### src/rtl/div_pkg.sv
// Shared definitions for the divide reservation station.
// Op encodings and per-entry field widths.
package div_pkg;

  localparam int DIV_OP_W = 2;

  typedef logic [DIV_OP_W-1:0] div_op_t;

  localparam div_op_t DIV_OP_DIV  = 2'b00;
  localparam div_op_t DIV_OP_DIVU = 2'b01;
  localparam div_op_t DIV_OP_REM  = 2'b10;
  localparam div_op_t DIV_OP_REMU = 2'b11;

  localparam int RS_DATA_W = 32;
  localparam int RS_TAG_W  = 6;

endpackage

### src/rtl/div_age_picker.sv
// Age matrix for the divide RS plus one-hot oldest-ready select.
// older[i][j] set means entry i was allocated before entry j.
module div_age_picker #(
  parameter int DEPTH = 4
) (
  input  logic             clk,
  input  logic             rst_n,
  input  logic [DEPTH-1:0] alloc_oh,
  input  logic [DEPTH-1:0] ready,
  output logic [DEPTH-1:0] grant
);

  logic [DEPTH-1:0] older [DEPTH];
  logic [DEPTH-1:0] blk;

  always_ff @(posedge clk or negedge rst_n) begin
    if (!rst_n) begin
      for (int i = 0; i < DEPTH; i++)
        older[i] <= '0;
    end else begin
      for (int i = 0; i < DEPTH; i++) begin
        for (int j = 0; j < DEPTH; j++) begin
          if (alloc_oh[i])
            older[i][j] <= 1'b0;
          else if (alloc_oh[j])
            older[i][j] <= 1'b1;
        end
      end
    end
  end

  // Stale bits of freed entries are masked by ready.
  always_comb begin
    blk = '0;
    for (int i = 0; i < DEPTH; i++)
      for (int j = 0; j < DEPTH; j++)
        if (j != i && ready[j] && older[j][i])
          blk[i] = 1'b1;
    grant = ready & ~blk;
  end

endmodule

### src/rtl/div_reservation_station.sv
// Reservation station in front of the multicycle divider.
// Buffers ops, snoops the CDB, issues oldest ready op.
module div_reservation_station
  import div_pkg::*;
#(
  parameter int DATA_WIDTH = RS_DATA_W,
  parameter int TAG_WIDTH  = RS_TAG_W,
  parameter int DEPTH      = 4,
  localparam int CW        = $clog2(DEPTH+1)
) (
  input  logic                  clk,
  input  logic                  rst_n,
  input  logic                  flush,
  input  logic                  alloc_valid,
  output logic                  alloc_ready,
  input  div_op_t               alloc_op,
  input  logic [TAG_WIDTH-1:0]  alloc_tag,
  input  logic                  alloc_s1_rdy,
  input  logic [TAG_WIDTH-1:0]  alloc_s1_tag,
  input  logic [DATA_WIDTH-1:0] alloc_s1_val,
  input  logic                  alloc_s2_rdy,
  input  logic [TAG_WIDTH-1:0]  alloc_s2_tag,
  input  logic [DATA_WIDTH-1:0] alloc_s2_val,
  input  logic                  cdb_valid,
  input  logic [TAG_WIDTH-1:0]  cdb_tag,
  input  logic [DATA_WIDTH-1:0] cdb_data,
  input  logic                  div_busy,
  input  logic                  div_done,
  output logic                  div_start,
  output logic [DATA_WIDTH-1:0] div_a,
  output logic [DATA_WIDTH-1:0] div_b,
  output div_op_t               div_op,
  output logic [TAG_WIDTH-1:0]  div_tag,
  output logic                  div_inflight,
  output logic [CW-1:0]         rs_count
);

  logic [DEPTH-1:0]      valid;
  logic [DEPTH-1:0]      s1_rdy;
  logic [DEPTH-1:0]      s2_rdy;
  div_op_t               op_q   [DEPTH];
  logic [TAG_WIDTH-1:0]  tag_q  [DEPTH];
  logic [TAG_WIDTH-1:0]  s1_tag [DEPTH];
  logic [TAG_WIDTH-1:0]  s2_tag [DEPTH];
  logic [DATA_WIDTH-1:0] s1_val [DEPTH];
  logic [DATA_WIDTH-1:0] s2_val [DEPTH];

  logic                  alloc_fire;
  logic [DEPTH-1:0]      alloc_oh;
  logic                  found;
  logic [DEPTH-1:0]      ready;
  logic [DEPTH-1:0]      grant;
  logic [DEPTH-1:0]      iss_oh;
  logic                  done_ok;
  logic                  issue;
  logic                  hit1;
  logic                  hit2;
  div_op_t               sel_op;
  logic [TAG_WIDTH-1:0]  sel_tag;
  logic [DATA_WIDTH-1:0] sel_a;
  logic [DATA_WIDTH-1:0] sel_b;

  assign alloc_ready = ~&valid;
  assign alloc_fire  = alloc_valid & alloc_ready & ~flush;
  assign ready       = valid & s1_rdy & s2_rdy;
  assign done_ok     = div_done & ~div_start;
  assign issue       = |ready & ~flush & ~div_busy
                     & (~div_inflight | done_ok);
  assign iss_oh      = grant & {DEPTH{issue}};

  assign hit1 = cdb_valid & ~alloc_s1_rdy
              & (cdb_tag == alloc_s1_tag);
  assign hit2 = cdb_valid & ~alloc_s2_rdy
              & (cdb_tag == alloc_s2_tag);

  always_comb begin
    alloc_oh = '0;
    found    = 1'b0;
    for (int i = 0; i < DEPTH; i++) begin
      if (!valid[i] && !found) begin
        alloc_oh[i] = alloc_fire;
        found       = 1'b1;
      end
    end
  end

  always_comb begin
    sel_op  = '0;
    sel_tag = '0;
    sel_a   = '0;
    sel_b   = '0;
    for (int i = 0; i < DEPTH; i++) begin
      if (grant[i]) begin
        sel_op  = sel_op  | op_q[i];
        sel_tag = sel_tag | tag_q[i];
        sel_a   = sel_a   | s1_val[i];
        sel_b   = sel_b   | s2_val[i];
      end
    end
  end

  div_age_picker #(
    .DEPTH(DEPTH)
  ) u_age (
    .clk     (clk),
    .rst_n   (rst_n),
    .alloc_oh(alloc_oh),
    .ready   (ready),
    .grant   (grant)
  );

  always_ff @(posedge clk or negedge rst_n) begin
    if (!rst_n) begin
      valid  <= '0;
      s1_rdy <= '0;
      s2_rdy <= '0;
      for (int i = 0; i < DEPTH; i++) begin
        op_q[i]   <= '0;
        tag_q[i]  <= '0;
        s1_tag[i] <= '0;
        s2_tag[i] <= '0;
        s1_val[i] <= '0;
        s2_val[i] <= '0;
      end
    end else if (flush) begin
      valid <= '0;
    end else begin
      for (int i = 0; i < DEPTH; i++) begin
        if (alloc_oh[i]) begin
          valid[i]  <= 1'b1;
          op_q[i]   <= alloc_op;
          tag_q[i]  <= alloc_tag;
          s1_tag[i] <= alloc_s1_tag;
          s2_tag[i] <= alloc_s2_tag;
          s1_rdy[i] <= alloc_s1_rdy | hit1;
          s2_rdy[i] <= alloc_s2_rdy | hit2;
          s1_val[i] <= hit1 ? cdb_data : alloc_s1_val;
          s2_val[i] <= hit2 ? cdb_data : alloc_s2_val;
        end else begin
          if (iss_oh[i])
            valid[i] <= 1'b0;
          if (valid[i] && !s1_rdy[i] && cdb_valid
              && cdb_tag == s1_tag[i]) begin
            s1_rdy[i] <= 1'b1;
            s1_val[i] <= cdb_data;
          end
          if (valid[i] && !s2_rdy[i] && cdb_valid
              && cdb_tag == s2_tag[i]) begin
            s2_rdy[i] <= 1'b1;
            s2_val[i] <= cdb_data;
          end
        end
      end
    end
  end

  always_ff @(posedge clk or negedge rst_n) begin
    if (!rst_n) begin
      div_start    <= 1'b0;
      div_a        <= '0;
      div_b        <= '0;
      div_op       <= '0;
      div_tag      <= '0;
      div_inflight <= 1'b0;
      rs_count     <= '0;
    end else begin
      div_start <= issue;
      if (issue) begin
        div_a   <= sel_a;
        div_b   <= sel_b;
        div_op  <= sel_op;
        div_tag <= sel_tag;
      end
      // A new issue on the done edge keeps inflight high.
      if (flush)
        div_inflight <= 1'b0;
      else if (issue)
        div_inflight <= 1'b1;
      else if (done_ok)
        div_inflight <= 1'b0;
      if (flush)
        rs_count <= '0;
      else if (alloc_fire && !issue)
        rs_count <= rs_count + CW'(1);
      else if (issue && !alloc_fire)
        rs_count <= rs_count - CW'(1);
    end
  end

endmodule

### config.mk
export PLATFORM = sky130hd
export DESIGN_NAME = div_reservation_station
export DESIGN_NICKNAME = d
export VERILOG_FILES = /design/src/rtl/div_pkg.sv /design/src/rtl/div_age_picker.sv /design/src/rtl/div_reservation_station.sv
export SDC_FILE = /design/constraint.sdc
export NUM_CORES = 1
export LEC_CHECK = 0
export CAP_MARGIN = 20
export CORE_MARGIN = 8
export CORE_UTILIZATION = 57
export DETAILED_ROUTE_END_ITERATION = 8
export HOLD_SLACK_MARGIN = 0.02
export PLACE_DENSITY_LB_ADDON = 0.1
export SLEW_MARGIN = 20
export SYNTH_ARGS = -nofsm -noshare
export SYNTH_HDL_FRONTEND = slang
export SYNTH_SLANG_ARGS = --single-unit
### constraint.sdc
create_clock -name clk -period 3.6 [get_ports clk]
set_input_delay 0.72 -clock clk [delete_from_list [all_inputs] [get_ports clk]]
set_output_delay 0.72 -clock clk [all_outputs]
set_load 0.05 [all_outputs]
==> Yosys cells after proc, flatten, opt, wreduce, memory -nomap -nowiden <==
Index checks and enable logic that the tools add are counted.
{ "word_totals": {"reg_bits": 437, "elab_cells": 294, "out_inout_bits": 78, "inputBits": 131} }
{ "classes": {"n_addsub": 2, "mux": 100, "n_bitwise": 36, "eq_ne": 10, "n_reduce_logical": 91} }
{ "op_table": {"columns": ["operator", "count"], "rows": [
  ["$mux 32", 26],
  ["$or 32x32->32", 6],
  ["$mux 1", 62],
  ["$eq 6x6->1", 10],
  ["$logic_and 1x1->1", 41],
  ["$reduce_bool 2->1", 14],
  ["$mux 6", 4],
  ["$reduce_and 2->1", 12],
  ["$or 6x6->6", 3],
  ["$reduce_bool 3->1", 6],
  ["$and 4x4->4", 4],
  ["$logic_not 1->1", 16],
  ["$and 1x1->1", 10],
  ["$mux 3", 3],
  ["$mux 2", 4],
  ["$not 1->1", 6],
  ["$or 2x2->2", 3],
  ["$mux 4", 1],
  ["$not 4->4", 1],
  ["$reduce_and 4->1", 1],
  ["$reduce_or 4->1", 1],
  ["$add 3x1->3 const B", 1],
  ["$or 1x1->1", 3],
  ["$sub 3x1->3 const B", 1]
]} }

==> Logic depth before layout (Yosys ltp) <==
Gate-level depths: netlist of the first run.
{ "logic_depth": {"depth_word": 15, "depth_mapped": 12, "ltp_nobuf": 8} }

==> Cells and area by module <==
From an unflattened synthesis of the first run, not the netlist that was laid out.
{ "unflattened": {"hier_cells": 1974, "hier_area_um2": 20141.8} }
{ "modules_own_cells": {"columns": ["mod", "cells_per_inst", "instances", "seq_area_each_um2", "area_per_inst_um2"], "rows": [
  ["div_reservation_station", 1926, 1, 10635.2, 19681.4],
  ["div_age_picker", 48, 1, 300.3, 460.4]
]} }

==> Worst setup path after synthesis of the first run <==
Ideal clock, no wire load.
{ "synth_timing": {"path_type": "register -> register", "startpoint": "register div_start", "endpoint": "register rs_count[2]", "stages_incl_launch_ff": 12, "arrival_ns": 2.789, "setup_slack_ns": 0.725, "n_path_buf": 3, "period_less_slack_ns": 2.875, "setup_time_ns": 0.086, "t_required_ns": 3.514, "cell_sequence": "dfrtp_1 -> nand2b_1 -> a211oi_1 -> and2_1 -> buf_2 -> buf_6 -> buf_6 -> nor3_2 -> fa_1 -> a211o_1 -> and3b_1 -> nor3_1"} }
{ "synth_via": {"elab_chain_cells": 8, "word_cells_on_any_way": 10, "cone_classes": "mux (2); bitwise (4); reduce/logical (4)"} }
{ "synth_rtl": {"columns": ["item", "line_no", "source"], "rows": [
  ["start: declaration", "div_reservation_station.sv:29", "output logic div_start,"],
  ["start signal: assignment", "div_reservation_station.sv:167", "div_start <= issue;"],
  ["$not 1->1 (*)", "div_reservation_station.sv:66", "assign done_ok = div_done & ~div_start;"],
  ["$and 1x1->1 (*)", "div_reservation_station.sv:66", null],
  ["$or 1x1->1 (*)", "div_reservation_station.sv:68", "& (~div_inflight | done_ok);"],
  ["$and 1x1->1 (*)", "div_reservation_station.sv:68", null],
  ["$logic_not 1->1", "div_reservation_station.sv:183", "else if (alloc_fire && !issue)"],
  ["$logic_and 1x1->1", "div_reservation_station.sv:183", null],
  ["$mux 3", "div_reservation_station.sv:183", null],
  ["$mux 3", "div_reservation_station.sv:181", "if (flush)"],
  ["end signal: assignment", "div_reservation_station.sv:184", "rs_count <= rs_count + CW'(1);"],
  ["end signal: assignment", "div_reservation_station.sv:186", "rs_count <= rs_count - CW'(1);"],
  ["end: declaration", "div_reservation_station.sv:35", "output logic [CW-1:0] rs_count"]
]} }
Mark *: on every way between the ends. The rest lies on a longest branch, timed or not.
A chain may end at the register's enable or synchronous reset.

==> Worst setup path in the final report of the first run <==
{ "layout_timing": {"startpoint": "input port cdb_tag[2]", "endpoint": "register s1_val[49] in the netlist's numbering"} }
{ "layout_via": {"elab_chain_cells": 4, "word_cells_on_any_way": 8, "cone_classes": "eq/ne (2); mux (2); bitwise (1); reduce/logical (3)"} }
{ "layout_rtl": {"columns": ["item", "line_no", "source"], "rows": [
  ["start: declaration", "div_reservation_station.sv:25", "input logic [TAG_WIDTH-1:0] cdb_tag,"],
  ["$eq 6x6->1, on equally long branches", "div_reservation_station.sv:72, div_reservation_station.sv:143", null],
  ["$and 1x1->1 / $logic_and 1x1->1 (equally long branches)", "div_reservation_station.sv:72, div_reservation_station.sv:143", null],
  ["$mux 32 / $reduce_bool 2->1 (equally long branches)", null, null],
  ["$mux 32 / $reduce_and 2->1 (equally long branches)", null, null],
  ["end signal: indexed assignment", "div_reservation_station.sv:137", "s1_val[i] <= hit1 ? cdb_data : alloc_s1_val;"],
  ["end signal: indexed assignment", "div_reservation_station.sv:145", "s1_val[i] <= cdb_data;"],
  ["end: declaration", "div_reservation_station.sv:45", "logic [DATA_WIDTH-1:0] s1_val [DEPTH];"]
]} }
Parallel ways exist; a longest one is shown, timed or not.

==> results of run 1 <==
## critical path, stage by stage
cell,delay (ns)
clkdlybuf4s50_1,0.67
xor2_1,0.27
nor4_2,0.11
and2_1,0.29
a21oi_4,0.92
o221a_2,0.36
## metal layers
layer | wire length (um) | GRT usage (%)
met2 | 31910 | 50.73
met5 | 13 | 0
met1 | 26780 | 42.40
met3 | 6005 | 5.724
met4 | 2311 | 12.96
## where the power goes
group          internal [mW]  total, mW  switching (mW)
Combinational           1.89       4.68            2.79
Clock                   2.87       4.82            1.95
Sequential              6.06       6.83           0.770
Total                   10.8       16.3            5.51
## Yosys cell counts, drive strengths merged (15+ instances only)
master	number
xor2	25
nor2	232
nand2	266
clkbuf	143
o22ai	64
o21a	70
a22oi	149
or2	30
o22a	64
o21ai	15
buf	52
dfrtp	437
a31oi	74
o221a	122
xnor2	37
or3	97
## final timing paths
path | endpoint | cells past startpoint
min in group clk | op_q[4] | 2
max | s1_val[49] | 6
max in group asynchronous | div_b[4] | 3
min reg2reg | op_q[4] | 2
min | s1_val[121] | 1
max reg2reg | rs_count[1] | 8
## state kept, by name, indices dropped and copies added, names as in the netlist, 4 cells and up
signal / count
tag_q: 24
s2_tag: 24
s1_val: 128
u_age.older: 12
s1_rdy: 4
s1_tag: 24
div_tag: 6
s2_rdy: 4
div_b: 32
op_q: 8
div_a: 32
valid: 4
s2_val: 128
## layout make-up
cell class	instances	area share (%)
antenna	2	0.02027
clock buffer	70	5.641
clock inverter	13	0.5929
inverter	4	0.06081
multi-input combinational	1338	35.16
sequential	437	44.29
tap	461	2.336
timing repair buffer	286	11.90
## cells by family (layout without fill, tap and decap cells)
logic type      after synthesis  after routing  synth area share (%)
simple gates                687            687                 15.40
fa+ha+maj                     1              1               0.09879
buf+inv                     199            373                 4.309
xor+xnor                     62             62                 2.680
flops                       437            437                 53.96
other cells                   0              2                     0
compound gates              588            588                 23.55
## per-stage QoR
step | hold slack, ns | utilization [%] | cells
4_1_cts | 0.1524 | 69.83 | 2608
3_5_place_dp | 0.4624 | 65.47 | 2525
5_1_grt | 0.1752 | 69.92 | 2611
3_3_place_gp | 0.4582 | 65.39 | 2524
2_1_floorplan | 0.4244 | - | 1974
6_report | 0.1366 | 69.92 | 2611
==> summary.md, run 1 <==
| Metric | Value |
|---|---|
| I/O Pins | `209` |
| Clock Latency Late Sink | `0.56 ns` |
| Crit path capture type | `register` |
| Last weighted congestion value of the routability-driven placer | `0.9159` |
| CP startpoint | `cdb_tag[2]` |
| Commonest non-fill, non-tap cell in the layout | `dfrtp_1` |
| Wire length per cell | `25.67 um` |
| Max-cap violations | `0` |
| Number of nets with antenna violations after routing | `0` |
| Initial standard-cell utilization of the core | `57.39%` |
| Unrepaired setup endpoints after global routing | `false` |
| Syn Std Cell Area | `20,270 um2` |
| R2r startpoint | `valid[3]` |
| Syn Inst Count | `1,974` |
| Total number of nets in the final design | `2,245` |
| Post-layout total power | `16.34 mW` |
| Final Cell Area | `24,690 um2` |
| Pins Over Slew Limit | `0` |
| Vias/cell | `6.697` |
| Worst Max-Slew Pin Slew | `1.135 ns` |
| Post-CTS resize count | `0` |
| Worst EP arrival | `3.37 ns` |
| Antenna violations before repair | `3` |
| Register area share after synthesis | `53.96%` |
| Multi-input logic area | `8680 um2` |
| Maximum buffer depth of the clock tree | `3` |
| Die area | `41,840 um2` |
| Share of layout cells above drive strength 1 | `15.69%` |
| Vert. Die Dim | `204.6 um` |
| CTS HTree Levels | `2` |
| Share of flip-flops with an asynchronous set or reset after synthesis | `100.0%` |
| Synth area leaders | `dfrtp_1 54%, o221a_2 6.6%, a22oi_1 5.5%, nand2_1 4.9%, nor2_1 4.3%` |
| Final HPWL DP | `41,760 um` |
| Post-detailed-routing wire length | `67,020 um` |
| Count of synthesis-stage warnings from yosys | `0` |
| Clock tree from TritonCTS | `built` |
| Startpoint-to-endpoint class of the critical path | `primary input to register` |
| Area after detailed placement | `23,120 um2` |
| Hold buffer count at CTS | `0` |
| All-layer global routing usage | `31.70%` |
| Critical path startpoint category | `primary input` |
| Die boundary width | `204.6 um` |
| DRC violation total after the first TritonRoute iteration | `1,704` |
| Setup TNS | `0 ns` |
| Top-area cell type share of the netlist area | `53.96%` |
| Commonest cells after routing, fill and taps aside | `437 x dfrtp_1, 266 x nand2_1, 231 x nor2_1` |
| Setup violations, final | `0` |
| First-pass iteration count of the detailed router | `6` |
| DR vias | `17.49k` |
| Ys flop type | `dfrtp_1` |
| Cell variety after synth | `65` |
| Site Rows | `69` |
| Clock slew at the register clock pins of the worst setup and hold paths | `0.06 ns` |
| Fillers | `2,585` |
| Sinks on the clock net | `437` |
| Residual DRC | `0` |
| P&R area growth vs syn | `21.83%` |
| Seq cells post-synth | `437` |
| Result of the run | `finished clean` |
| Power per cell area | `661.8 nW/um2` |
| Total overflow reported by the global router | `0` |
| Minimum clock period | `2.896 ns` |
| Count of buffers added by post-CTS timing repair for setup | `0` |
| First-pass GRT wire length | `104,600 um` |
| Reg-to-reg slack, setup | `0.71 ns` |
| Leak Pwr | `10.40 nW` |
| Final critical-path setup slack | `0.7036 ns` |
| Vias in the first global route | `18.20k` |
| Period utilization | `80.46%` |
| Required @ worst endpoint | `4.07 ns` |
| Root Buffer Master | `clkbuf_16` |
| Worst slew margin relative to its limit | `24.19%` |
| Fin. Hold Viols | `0` |
| Number of enable flip-flop cells after synthesis | `0` |
| Maximum fanout along the worst path | `32` |
| Average cell area after synthesis | `10.27 um2` |
| Hold WC Path Type | `primary input to async pin` |
| Synth Net Count | `2,106` |
| Clock tree skew after final layout | `0.02079 ns` |
| Max Clock Freq | `345.3 MHz` |
| Maximum number of pins on one net before global-route repair | `152` |
| Total area of sequential cells | `10,940 um2` |
| Largest voltage drop on the vdd net | `603.3 uV` |
| TritonCTS buffer count | `46` |
| Count of input and output buffers | `208` |
| Post-place setup slack | `0.2001 ns` |
| Placeable core region | `35,310 um2` |
| Post-synth top area cell | `dfrtp_1` |
Note: power is estimated with default switching activity, not from simulation.
==> run 2: changes to the inputs <==
--- a/config.mk
+++ b/config.mk
@@ -7,7 +7,7 @@
 export LEC_CHECK = 0
 export CAP_MARGIN = 20
 export CORE_MARGIN = 8
-export CORE_UTILIZATION = 57
+export CORE_UTILIZATION = 52
 export DETAILED_ROUTE_END_ITERATION = 8
 export HOLD_SLACK_MARGIN = 0.02
 export PLACE_DENSITY_LB_ADDON = 0.1
==> constraint.sdc (replaced) <==
create_clock -name clk -period 2.5 [get_ports clk]
set_input_delay 0.5 -clock clk [delete_from_list [all_inputs] [get_ports clk]]
set_output_delay 0.5 -clock clk [all_outputs]
set_load 0.05 [all_outputs]
==> run 2 against run 1 <==
Via count rose by 1.2%; sequential share of layout area decreased by 2.1 points; register-to-register slack got worse by 0.62 ns; routed wire length grew 2.7%; design area up 4.9%; sequential cell count unchanged; worst setup slack worse by 0.62 ns; clock-buffer cell count unchanged; first-iteration DRC count fell by 2.1%; global-route usage fell by 1.4 points; combinational power is 48% higher; largest power group unchanged; highest routed layer unchanged.
==> summary.md, run 2 (synthesized netlist as in run 1, its figures left out) <==
| Metric | Value |
|---|---|
| Power per cell area | `913.9 nW/um2 (+38%)` |
| Residual DRC | `0 (unchanged)` |
| Number of nets with antenna violations after routing | `0 (unchanged)` |
| Root Buffer Master | `clkbuf_16` |
| Antenna violations before repair | `1 (-2)` |
| Multi-input logic area | `8702 um2 (+0.26%)` |
| Max-cap violations | `0 (unchanged)` |
| Max Clock Freq | `414.6 MHz` |
| Worst slew margin relative to its limit | `55.19% (+31 points)` |
| Worst hold slack | `0.4350 ns (+0.2983 ns)` |
| Post-detailed-routing wire length | `68,860 um (+2.7%)` |
| Largest voltage drop on the vdd net | `674.0 uV (+12%)` |
| Crit path capture type | `register` |
| Commonest cells after routing, fill and taps aside | `435 x dfrtp_1, 266 x nand2_1, 231 x nor2_1` |
| Wire length per cell | `24.89 um (-3.0%)` |
| Initial standard-cell utilization of the core | `52.56% (-4.8 points)` |
| Placeable core region | `38,560 um2 (+9.2%)` |
| Site Rows | `72 (+4.3%)` |
| Required @ worst endpoint | `3.02 ns (-1.05 ns)` |
| Minimum clock period | `2.412 ns` |
| Vias/cell | `6.395 (-4.5%)` |
| Pins Over Slew Limit | `0 (unchanged)` |
| Count of input and output buffers | `208 (unchanged)` |
| Result of the run | `finished clean` |
| All-layer global routing usage | `30.34% (-1.4 points)` |
| P&R area growth vs syn | `27.85%` |
| Setup violations, final | `0 (unchanged)` |
| Total overflow reported by the global router | `0 (unchanged)` |
| Sinks on the clock net | `437 (unchanged)` |
| Clock slew at the register clock pins of the worst setup and hold paths | `0.06 ns (about the same)` |
| Largest regs | `s1_val (128), s2_val (128)` |
| Die boundary width | `213.4 um (+4.3%)` |
| Worst Max-Slew Pin Slew | `0.6701 ns (-0.4644 ns)` |
| Total area of sequential cells | `10,940 um2 (about the same)` |
| Clock tree skew after final layout | `0.01817 ns (-0.002622 ns)` |
| Startpoint-to-endpoint class of the critical path | `register to register` |
| Clock Latency Late Sink | `0.59 ns (+0.03 ns)` |
| DR vias | `17.69k (+1.2%)` |
| Vert. Die Dim | `213.4 um (+4.3%)` |
| Maximum buffer depth of the clock tree | `3 (unchanged)` |
| Worst EP arrival | `2.93 ns (-0.44 ns)` |
| First-pass iteration count of the detailed router | `6 (unchanged)` |
| Leak Pwr | `11.02 nW (+6.0%)` |
| I/O Pins | `209 (unchanged)` |
| Last weighted congestion value of the routability-driven placer | `0.9166 (about the same)` |
| Period utilization | `96.47%` |
| Die area | `45,550 um2 (+8.9%)` |
| Antenna diode count | `0 (-2)` |
| Share of layout cells above drive strength 1 | `19.71% (+4.0 points)` |
| Commonest non-fill, non-tap cell in the layout | `dfrtp_1` |
| Vias in the first global route | `18.47k (+1.5%)` |
| Setup TNS | `0 ns (unchanged)` |
| TritonCTS buffer count | `47 (+2.2%)` |
| Final critical-path setup slack | `0.08831 ns (-0.6153 ns)` |
| Post-place setup slack | `-0.3661 ns (-0.5662 ns)` |
| Clock tree from TritonCTS | `built` |
| Hold WC Path Type | `primary input to async pin` |
| Fillers | `3,064 (+19%)` |
| Maximum fanout along the worst path | `6 (-81%)` |
| CTS HTree Levels | `2 (unchanged)` |
| Maximum number of pins on one net before global-route repair | `99 (-35%)` |
| Unrepaired setup endpoints after global routing | `true` |
| Total number of nets in the final design | `2,347 (+4.5%)` |
| Critical path startpoint category | `register` |
| Final HPWL DP | `44,580 um (+6.7%)` |
| DRC violation total after the first TritonRoute iteration | `1,668 (-2.1%)` |
| First-pass GRT wire length | `107,400 um (+2.7%)` |
| Fin. Hold Viols | `0 (unchanged)` |
[run 2: power breakdown]
part | total (mW) | switching [mW] | internal, mW | leakage (nW)
registers | 9.81 | 1.07 | 8.73 | 5.36
logic | 6.91 | 4.04 | 2.87 | 4.90
clock network | 6.96 | 2.93 | 4.04 | 0.764
[run 2: worst paths after layout]
| check | cells past startpoint | slack, ns | end | start |
|---|---|---|---|---|
| min in group clk | 2 | 0.48 | tag_q[13] | tag_q[13] |
| min | 2 | 0.43 | div_a[26] | rst_n |
| min reg2reg | 2 | 0.48 | tag_q[13] | tag_q[13] |
| max reg2reg | 8 | 0.09 | rs_count[1] | s1_rdy[0] |
| max | 8 | 0.09 | rs_count[1] | s1_rdy[0] |
| max in group asynchronous | 3 | 1.27 | s2_val[111] | rst_n |
[run 2: through the flow]
step	power, mW	instance area (um2)	util, %	instances
floorplan	14.04	20310	-	1974
global placement	16.62	24340	63.13	2682
detailed placement	16.80	24340	63.13	2682
CTS	23.76	25880	67.12	2765
global route	24.68	25910	67.20	2766
finish	23.68	25910	67.20	2766
[run 2: critical path, stage by stage (launching register included)]
cell and delay, ns:
dfrtp_1 0.43, and3_4 0.21, or4_4 0.57, and2_4 0.19
nor3_4 0.12, fa_1 0.47, a2111oi_2 0.23, a31oi_1 0.07
nand2_1 0.07
[run 2: metal layers]
layer  up-vias  global-route usage [%]  wire [um]
li1       7712                       -          -
met2       898                   49.00      32540
met4         2                   11.30       2208
met3       163                   5.408       6051
met1      8914                   40.80      28040
met5         -                       0         13
[run 2: what timing repair did]
action	CTS	global route
setup endpoints to repair	1	1
resized for setup	1	2
pin swaps	0	1
setup buffers	0	0
hold endpoints to repair	38	0
hold buffers	1	0
[run 2: layout make-up]
class                   count  area share, %
clock inverters            12         0.4008
repair buffers            387          15.74
clock buffers              70          5.500
flip-flops and latches    437          42.22
inverters                   4        0.05795
multi-input cells        1338          33.59
well taps                 518          2.501
